$ cat src/rtl/srp_pkg.sv
// Shared constants and state encoding for the SRP sample-buffer capture path.
`timescale 1ns/1ps
package srp_pkg;

    localparam int unsigned SRP_DEPTH = 2240;
    localparam int unsigned SRP_AW    = 12;
    localparam int unsigned SRP_DW    = 8;

    typedef enum logic [1:0] {
        StIdle,
        StFill,
        StFull
    } srp_state_e;

endpackage

$ cat src/rtl/srp_capture_ctrl.sv
// Fills the single-port SRP sample buffer, then hands its port to the correlator for reads.
// Optional SRP_CAPTURE_OVF_CNT_EN adds a saturating dropped-sample counter (ovf_cnt).
`timescale 1ns/1ps
module srp_capture_ctrl
    import srp_pkg::*;
#(
    parameter int unsigned DEPTH = SRP_DEPTH,
    parameter int unsigned AW    = SRP_AW,
    parameter int unsigned DW    = SRP_DW
) (
    input  logic          clk,
    input  logic          rst_n,
    input  logic          arm,
    input  logic          cont,
    input  logic [DW-1:0] s_data,
    input  logic          s_valid,
    output logic          s_ready,
    input  logic          rd_en,
    input  logic [AW-1:0] rd_addr,
    input  logic          rd_done,
    output logic          bram_en,
    output logic          bram_we,
    output logic [AW-1:0] bram_addr,
    output logic [DW-1:0] bram_di,
    output logic          frame_done,
`ifdef SRP_CAPTURE_OVF_CNT_EN
    output logic [15:0]   ovf_cnt,
`endif
    output logic          buf_full
);

    srp_state_e    state_q, state_d;
    logic [AW-1:0] wr_ptr_q, wr_ptr_d;
    logic          frame_done_q, frame_done_d;
    logic          wr_fire;
    logic          wr_last;

    assign wr_fire = (state_q == StFill) && s_valid;
    assign wr_last = wr_fire && (wr_ptr_q == AW'(DEPTH - 1));

    // State register
    always_ff @(posedge clk or negedge rst_n) begin
        if (!rst_n) begin
            state_q      <= StIdle;
            wr_ptr_q     <= '0;
            frame_done_q <= 1'b0;
        end else begin
            state_q      <= state_d;
            wr_ptr_q     <= wr_ptr_d;
            frame_done_q <= frame_done_d;
        end
    end

    // Next-state logic
    always_comb begin
        state_d      = state_q;
        wr_ptr_d     = wr_ptr_q;
        frame_done_d = wr_last;
        unique case (state_q)
            StIdle: begin
                if (arm) state_d = StFill;
            end
            StFill: begin
                if (wr_last) state_d = StFull;
            end
            StFull: begin
                // cont only matters at the release cycle
                if (rd_done) state_d = cont ? StFill : StIdle;
            end
            default: state_d = StIdle;
        endcase

        // Pointer only moves in FILL; holding it at zero elsewhere keeps every fill starting at 0
        if (state_q != StFill) begin
            wr_ptr_d = '0;
        end else if (wr_fire) begin
            wr_ptr_d = wr_last ? '0 : wr_ptr_q + AW'(1);
        end
    end

    // Output logic: BRAM port mux keyed on state
    always_comb begin
        s_ready   = 1'b0;
        bram_en   = 1'b0;
        bram_we   = 1'b0;
        bram_addr = '0;
        bram_di   = '0;
        buf_full  = 1'b0;
        unique case (state_q)
            StIdle: ;
            StFill: begin
                s_ready = 1'b1;
                if (s_valid) begin
                    bram_en   = 1'b1;
                    bram_we   = 1'b1;
                    bram_addr = wr_ptr_q;
                    bram_di   = s_data;
                end
            end
            StFull: begin
                buf_full  = 1'b1;
                bram_en   = rd_en;
                bram_addr = rd_addr;
            end
            default: ;
        endcase
    end

    assign frame_done = frame_done_q;

`ifdef SRP_CAPTURE_OVF_CNT_EN
    logic [15:0] ovf_q, ovf_d;

    always_comb begin
        ovf_d = ovf_q;
        if ((state_q == StIdle) && arm) begin
            ovf_d = '0;
        end else if (s_valid && !s_ready && (ovf_q != 16'hFFFF)) begin
            ovf_d = ovf_q + 16'd1;
        end
    end

    always_ff @(posedge clk or negedge rst_n) begin
        if (!rst_n) begin
            ovf_q <= '0;
        end else begin
            ovf_q <= ovf_d;
        end
    end

    assign ovf_cnt = ovf_q;
`endif

    // Pointer stays inside the buffer and writes only happen while filling
    a_ptr_bound: assert property (@(posedge clk) disable iff (!rst_n) wr_ptr_q < AW'(DEPTH));
    a_we_fill:   assert property (@(posedge clk) disable iff (!rst_n) bram_we |-> state_q == StFill);

endmodule
$ cat config.mk
export PLATFORM = sky130hd
export DESIGN_NAME = srp_capture_ctrl
export DESIGN_NICKNAME = d
export VERILOG_FILES = /design/src/rtl/srp_pkg.sv /design/src/rtl/srp_capture_ctrl.sv
export SDC_FILE = /design/constraint.sdc
export NUM_CORES = 1
export LEC_CHECK = 0
export ABC_AREA = 1
export CORE_AREA = 2 2 48 50
export DETAILED_ROUTE_END_ITERATION = 12
export DIE_AREA = 0 0 50 52
export DONT_BUFFER_PORTS = 1
export GPL_ROUTABILITY_DRIVEN = 0
export PLACE_DENSITY = 0.74
export SYNTH_ARGS = -nofsm -noshare
export SYNTH_HDL_FRONTEND = slang
export SYNTH_SLANG_ARGS = --single-unit
$ cat constraint.sdc
create_clock -name clk -period 1.65 [get_ports clk]
set_input_delay 0.33 -clock clk [delete_from_list [all_inputs] [get_ports clk]]
set_output_delay 0.33 -clock clk [all_outputs]
set_load 0.02 [all_outputs]
==> results of run 1 <==
-- report_power, final --
group	internal [mW]	total, mW	switching (mW)	leakage [nW]
registers	0.410	0.443	0.0334	0.204
clock network	0.0905	0.224	0.134	0.0177
logic	0.786	1.87	1.09	0.615
-- registers in the layout (all words and copies together) (netlist names) --
register	flops
frame_done	1
state_q	2
wr_ptr_q	12
-- Yosys cell counts, drive strengths merged --
library cell / n
xor2: 2
nor2: 33
buf: 4
nand3: 12
nand3b: 1
a21oi: 17
dfrtp: 15
xnor2: 1
inv: 29
and3: 2
nor3: 2
nand2: 64
nand4: 2
o22ai: 1
o21ai: 1
clkbuf: 2
ha: 5
-- layout make-up --
cell class                      count  area share [%]
Clock inverter                      1           0.269
Clock buffer                        3            1.21
Tap cell                           28            1.88
Timing Repair inverter              1           0.336
Multi-Input combinational cell    143            52.3
Sequential cell                    15            20.3
Timing Repair Buffer               31            17.1
Inverter                           29            6.66
-- through the flow --
stage,setup slack [ns],cell area [um^2],hold slack (ns),power [mW],util [%]
floorplan,-0.00556,1390,0.0344,1.41,-
global placement,0.0887,1530,0.0347,1.67,72.8
detailed placement,0.00504,1530,0.0347,1.71,72.8
CTS,-0.174,1720,0.191,2.31,81.8
global route,-0.266,1860,0.194,2.64,88.3
finish,-0.214,1860,0.178,2.54,88.3
-- kinds of logic (layout without fill, tap and decap cells) --
kind of cell | after synthesis | in the layout | synth area share [%]
buf+inv | 35 | 65 | 11.8
simple gates | 116 | 116 | 41.6
flops | 15 | 15 | 31.3
fa+ha+maj | 5 | 5 | 5.21
compound gates | 19 | 19 | 8.02
xor+xnor | 3 | 3 | 2.19
-- worst max-delay path by stage --
stage,from,to,slack [ns],cells after the start
6_report,state_q[1],bram_addr[4],-0.21,7
2_1_floorplan,state_q[1],bram_addr[0],-0.006,8
3_3_place_gp,state_q[1],wr_ptr_q[5],0.09,10
4_1_cts,state_q[1],bram_addr[4],-0.17,7
5_1_grt,state_q[1],bram_addr[6],-0.27,7
3_5_place_dp,state_q[0],bram_addr[2],0.005,5
-- repair_timing --
item,CTS,global route
endpoints found under the hold margin,15,0
hold buffers,1,0
gates cloned,2,0
setup endpoints to repair,23,29
pin swaps,14,9
gates resized for setup,23,23
setup buffers,4,5
-- routing by layer --
metal / track usage [%] / vias up
li1: - / 657
met4: 10.6 / 0
met3: 3.45 / 18
met1: 37.7 / 661
met5: 0 / -
met2: 52.4 / 112
-- placed cells by master (no fill, tap or decap), types with 2 or more instances in the layout --
| cell | instances |
|---|---|
| inv_1 | 24 |
| nand4_1 | 2 |
| nand3_1 | 10 |
| ha_4 | 3 |
| buf_6 | 6 |
| buf_4 | 19 |
| a21oi_2 | 4 |
| nor2_1 | 22 |
| inv_2 | 3 |
| ha_1 | 2 |
| a21oi_1 | 3 |
| nand2_8 | 2 |
| xor2_1 | 2 |
| a21oi_4 | 10 |
| buf_8 | 2 |
| nor2_2 | 7 |
| dfrtp_1 | 14 |
| buf_12 | 2 |
| and3_1 | 2 |
| clkbuf_4 | 3 |
| inv_4 | 2 |
| nor2_4 | 4 |
| nand2_4 | 3 |
| nand2_1 | 47 |
| nand2_2 | 12 |
==> results.toml, run 1 <==
[run_status]
status = "finished with violations"
violations = "setup timing"

[floorplanning]
core_um2 = 2110
initial_core_util_pct = 57.0
core.rowCount = 17
die_width_um = 50
pin_count = 52
dieArea_um2 = 2600
die_y_um = 52

[clocking]
clk_latency_ns = 0.30
cts_buffers = 3
cts_tree = "built"
cts-root-buf = "clkbuf_4"
clkTransAtPathRegs_ns = 0.10
cts-htree-levels = 1
cts_sinks = 15
cts_buffer_depth = 2

[worst_hold_path]
holdPathStages = 2
hp-start = "s_valid"
min_delay_worst_endpoint = "wr_ptr_q[8]"
hold_path.class = "in2reg"

[worst_setup_path]
r2r_end = "state_q[1]"
reg2reg_depth = 11
end_kind = "primary output"
cp_top_family = "flip-flops"
crit_buf_inv = 3
cp.required_ns = 1.32
critical_path.max_stage_delay_ns = 0.41
crit_path_start_kind = "flip-flop"
critPathKind = "reg2out"
cp_max_fo = 8
ff2ff_setup_slack_ns = -0.08
r2r-start = "state_q[1]"
worstPathCellList = "inv_2, ha_4, nand2_8, clkinv_8, nand2_2, a21oi_2, buf_6"
arrival_ns = 1.53
cp_slowest_cell = "dfrtp_1"

[final_layout]
instances_no_fill = 251
syn_to_final_growth_pct = 54.8
final_nets = 256
regArea_um2 = 377
diodes = 0
nFillCells = 93
drive_gt1_share_pct = 39.9
multi_input_comb_area_um2 = 972

[global_route]
grt_pass1_wl_um = 5880
antenna_found_initial = 0
grt_max_degree = 16
grt_usage_pct = 29.9
gr-total-overflow = 0
grt_pass1_vias = 1273

[timing]
rsz0062_at_grt = "true"
skew_ns = 0.00316
finalWorstSetupSlack_ns = -0.214
setup_violations = 31
layout_min_cycle_time_ns = 1.86
worst_slew_pin_slew_ns = 0.699
tns_ns = -4.06
finalMaxSlewViolations = 0
fin_crit_sh_pct = 113
slew_headroom_pct = 53.3
fmax_mhz = 537
finalHoldViolCount = 0

[logic_synthesis]
yosysSeqAreaShare_pct = 31.3
syn_area_per_cell_um2 = 6.22
synth_area_leader_cell = "dfrtp_1"
syn_nets = 225
ys_seq_elements = 15
synth_warnings = 0
synth_area_leaders = "dfrtp_1 (31%), nand2_1 (19%), inv_1 (8.8%), nor2_1 (8.8%), a21oi_1 (7.1%)"
synthDistinctLibCells = 23
yosys.area.top_type_share_pct = 31.3
netlist_area_um2 = 1200
syn_inst = 193

[routing]
vias_per_cell = 5.77
wl_met3_um = 405
ant_nets = 0
dr.pass1.iters = 5
route.met2.wl_um = 2190
avgRoutedWirePerCell_um = 17.2
drc = 0
wl_met1_um = 1570
first_iter_violations = 102
vias = 1448
top_layer = "met4"
routed_wirelength_um = 4310

[place]
dp_hpwl_um = 2470
portBuffers = 0
dp.cells = 235

[power]
power.leakage_nw = 0.837
power.density_nw_per_um2 = 1370
max-vdd-ir-drop_mv = 1.40

[job]
cap_violations = 0
Note: power is estimated with default switching activity, not from simulation.
==> inputs of run 2 (changes only) <==
ABC_AREA = unset   (was 1)
BUFFER_PORTS_ARGS = -buffer_cell sky130_fd_sc_hd__buf_2   (was unset)
CORE_AREA = 2 2 67 44   (was 2 2 48 50)
DIE_AREA = 0 0 69 46   (was 0 0 50 52)
DONT_BUFFER_PORTS = unset   (was 1)
MAX_ROUTING_LAYER = met4   (was unset)
PLACE_DENSITY = 0.76   (was 0.74)
==> run 2 against run 1 <==
  * The run still ends with setup timing left
  * Total power is 33% lower
  * Largest power group unchanged
  * Critical path depth is 1 lower
  * Design area is 6.8% higher
  * Count of clock-buffer cells in the layout is 1 higher
==> results.toml, run 2 <==
[run_status]
status = "finished with violations"
violations = "setup timing"

[final_layout]
fin_area_um2 = 1990
drive_gt1_share_pct = 62.6
registers.top_by_ff_count = "wr_ptr_q"
layout_common_cells = "buf_4 (41), buf_2 (29), nor2b_2 (14)"
syn_to_final_growth_pct = 77.9
instances_no_fill = 245
diodes = 0
utilization_pct = 75.6
layout_commonest_cell = "buf_4"
final_nets = 244
largest_reg_flops = 12

[floorplanning]
die_y_um = 46
core_um2 = 2630
initial_core_util_pct = 42.5
core.rowCount = 15
pin_count = 52
die_width_um = 69
dieArea_um2 = 3170

[logic_synthesis]
synthDistinctLibCells = 35
syn_area_per_cell_um2 = 8.52
syn_nets = 163
synth_area_leaders = "dfrtp_1 (34%), a22oi_1 (8.1%), nor2b_1 (7.8%), and3_1 (5.6%), ha_1 (5.6%)"
synth_ff_type = "dfrtp_1"
synth_area_leader_cell = "dfrtp_1"
ys_seq_elements = 15
synth_commonest_cells = "dfrtp_1 (15), nor2b_1 (14), a22oi_1 (12)"
synth_warnings = 0
syn_inst = 131
netlist_area_um2 = 1120
yosysSeqAreaShare_pct = 33.6
synth-edff-count = 0
yosys.area.top_type_share_pct = 33.6
synth_most_common_cell = "dfrtp_1"
async_flop_share_pct = 100

[worst_setup_path]
end_kind = "primary output"
reg2reg_depth = 8
cp.required_ns = 1.32
critPathKind = "reg2out"
ff2ff_setup_slack_ns = -0.06
arrival_ns = 1.58
r2r-start = "state_q[0]"
r2r_end = "state_q[1]"
crit_path_start_kind = "flip-flop"
cp_max_fo = 8

[job]
cap_violations = 0

[clocking]
clk_latency_ns = 0.25
cts_sinks = 15
cts_tree = "built"
cts-root-buf = "clkbuf_8"
clkTransAtPathRegs_ns = 0.07
cts_buffer_depth = 2
cts-htree-levels = 1
cts_buffers = 3

[worst_hold_path]
hold_path.class = "in2reg"
hp-start = "arm"
min_delay_worst_endpoint = "state_q[1]"
holdPathStages = 3

[routing]
first_iter_violations = 87
wl_met3_um = 635
vias = 1490
ant_nets = 0
drc = 0
vias_per_cell = 6.08
dr.pass1.iters = 5
route.met2.wl_um = 2280
routed_wirelength_um = 5050
wl_met1_um = 1910
top_layer = "met4"
avgRoutedWirePerCell_um = 20.6

[timing]
tns_ns = -4.04
skew_ns = 0.0107
finalHoldViolCount = 0
setup_violations = 28
rsz0062_at_grt = "true"
finalWorstSetupSlack_ns = -0.261
fmax_mhz = 523
finalMaxSlewViolations = 0
slew_headroom_pct = 75.7
worst_slew_pin_slew_ns = 0.364
layout_min_cycle_time_ns = 1.91
hold_ws_ns = 0.506
fin_crit_sh_pct = 116

[global_route]
grt_pass1_vias = 1129
grt_max_degree = 16
gr-total-overflow = 0
grt_usage_pct = 23.3
antenna_found_initial = 0
grt_pass1_wl_um = 5550

[power]
power.leakage_nw = 0.959
max-vdd-ir-drop_mv = 0.540
power.density_nw_per_um2 = 852
total_power_mw = 1.69

[place]
place_area_um2 = 1520
dp.cells = 220
portBuffers = 51
dp_hpwl_um = 2540
pre_cts_ws_ns = -0.0962
-- run 2: logic make-up (layout without fill, tap and decap cells) --
logic type	after synthesis	count (layout)	share of synthesized area, %
adders and majority gates	5	5	5.61
DFF	15	15	33.6
AOI/OAI and AO/OA	24	24	16.5
xor gates and xnor gates	6	6	4.71
and+or+nand+nor	66	67	33.0
buffers and inverters	14	93	5.60
muxes	1	1	1.01
-- run 2: layout make-up --
| cell class | count | area (um^2) |
|---|---|---|
| clock buffer | 4 | 45.0 |
| sequential | 15 | 378 |
| inverter | 6 | 37.5 |
| tap | 34 | 42.5 |
| multi-input combinational | 103 | 886 |
| timing repair buffer | 82 | 591 |
| fill | 152 | 642 |
| timing repair inverter | 1 | 6.26 |
-- run 2: report_power, final --
| part | total (mW) | leakage (nW) | internal [mW] | switching (mW) |
|---|---|---|---|---|
| clock network | 0.302 | 0.0228 | 0.171 | 0.131 |
| registers | 0.547 | 0.178 | 0.449 | 0.0980 |
| logic | 0.842 | 0.759 | 0.407 | 0.435 |
-- run 2: how the worst max path moves through the flow --
| stage | start | endpoint | slack [ns] |
|---|---|---|---|
| after global placement | wr_ptr_q[1] | wr_ptr_q[9] | 0.02 |
| after detailed placement | state_q[1] | wr_ptr_q[7] | -0.1 |
| final | state_q[0] | bram_addr[9] | -0.26 |
| after CTS | state_q[1] | bram_addr[2] | -0.12 |
| after floorplan | state_q[0] | bram_addr[8] | -0.03 |
| after global routing | state_q[0] | bram_addr[9] | -0.29 |
-- run 2: worst max-delay path, cell delays in order, from the launching register on --
cell and delay [ns]:
dfrtp_2 0.48, inv_4 0.12, ha_4 0.21, buf_4 0.13
a22oi_2 0.07, nor2b_2 0.14, buf_2 0.18
-- run 2: layer usage --
metal | vias up | track usage [%]
met3 | 29 | 5.53
met2 | 144 | 41.9
met4 | 0 | 3.92
li1 | 636 | -
met1 | 681 | 27.8
met5 | - | -
-- run 2: timing repair --
action / 4_1_cts / 5_1_grt
endpoints found under the setup margin: 28 / 28
hold buffers: 1 / 0
pin swaps: 4 / 13
gates cloned: 1 / 1
buffers inserted: 5 / 14
resized for setup: 34 / 38
hold endpoints to repair: 15 / 0
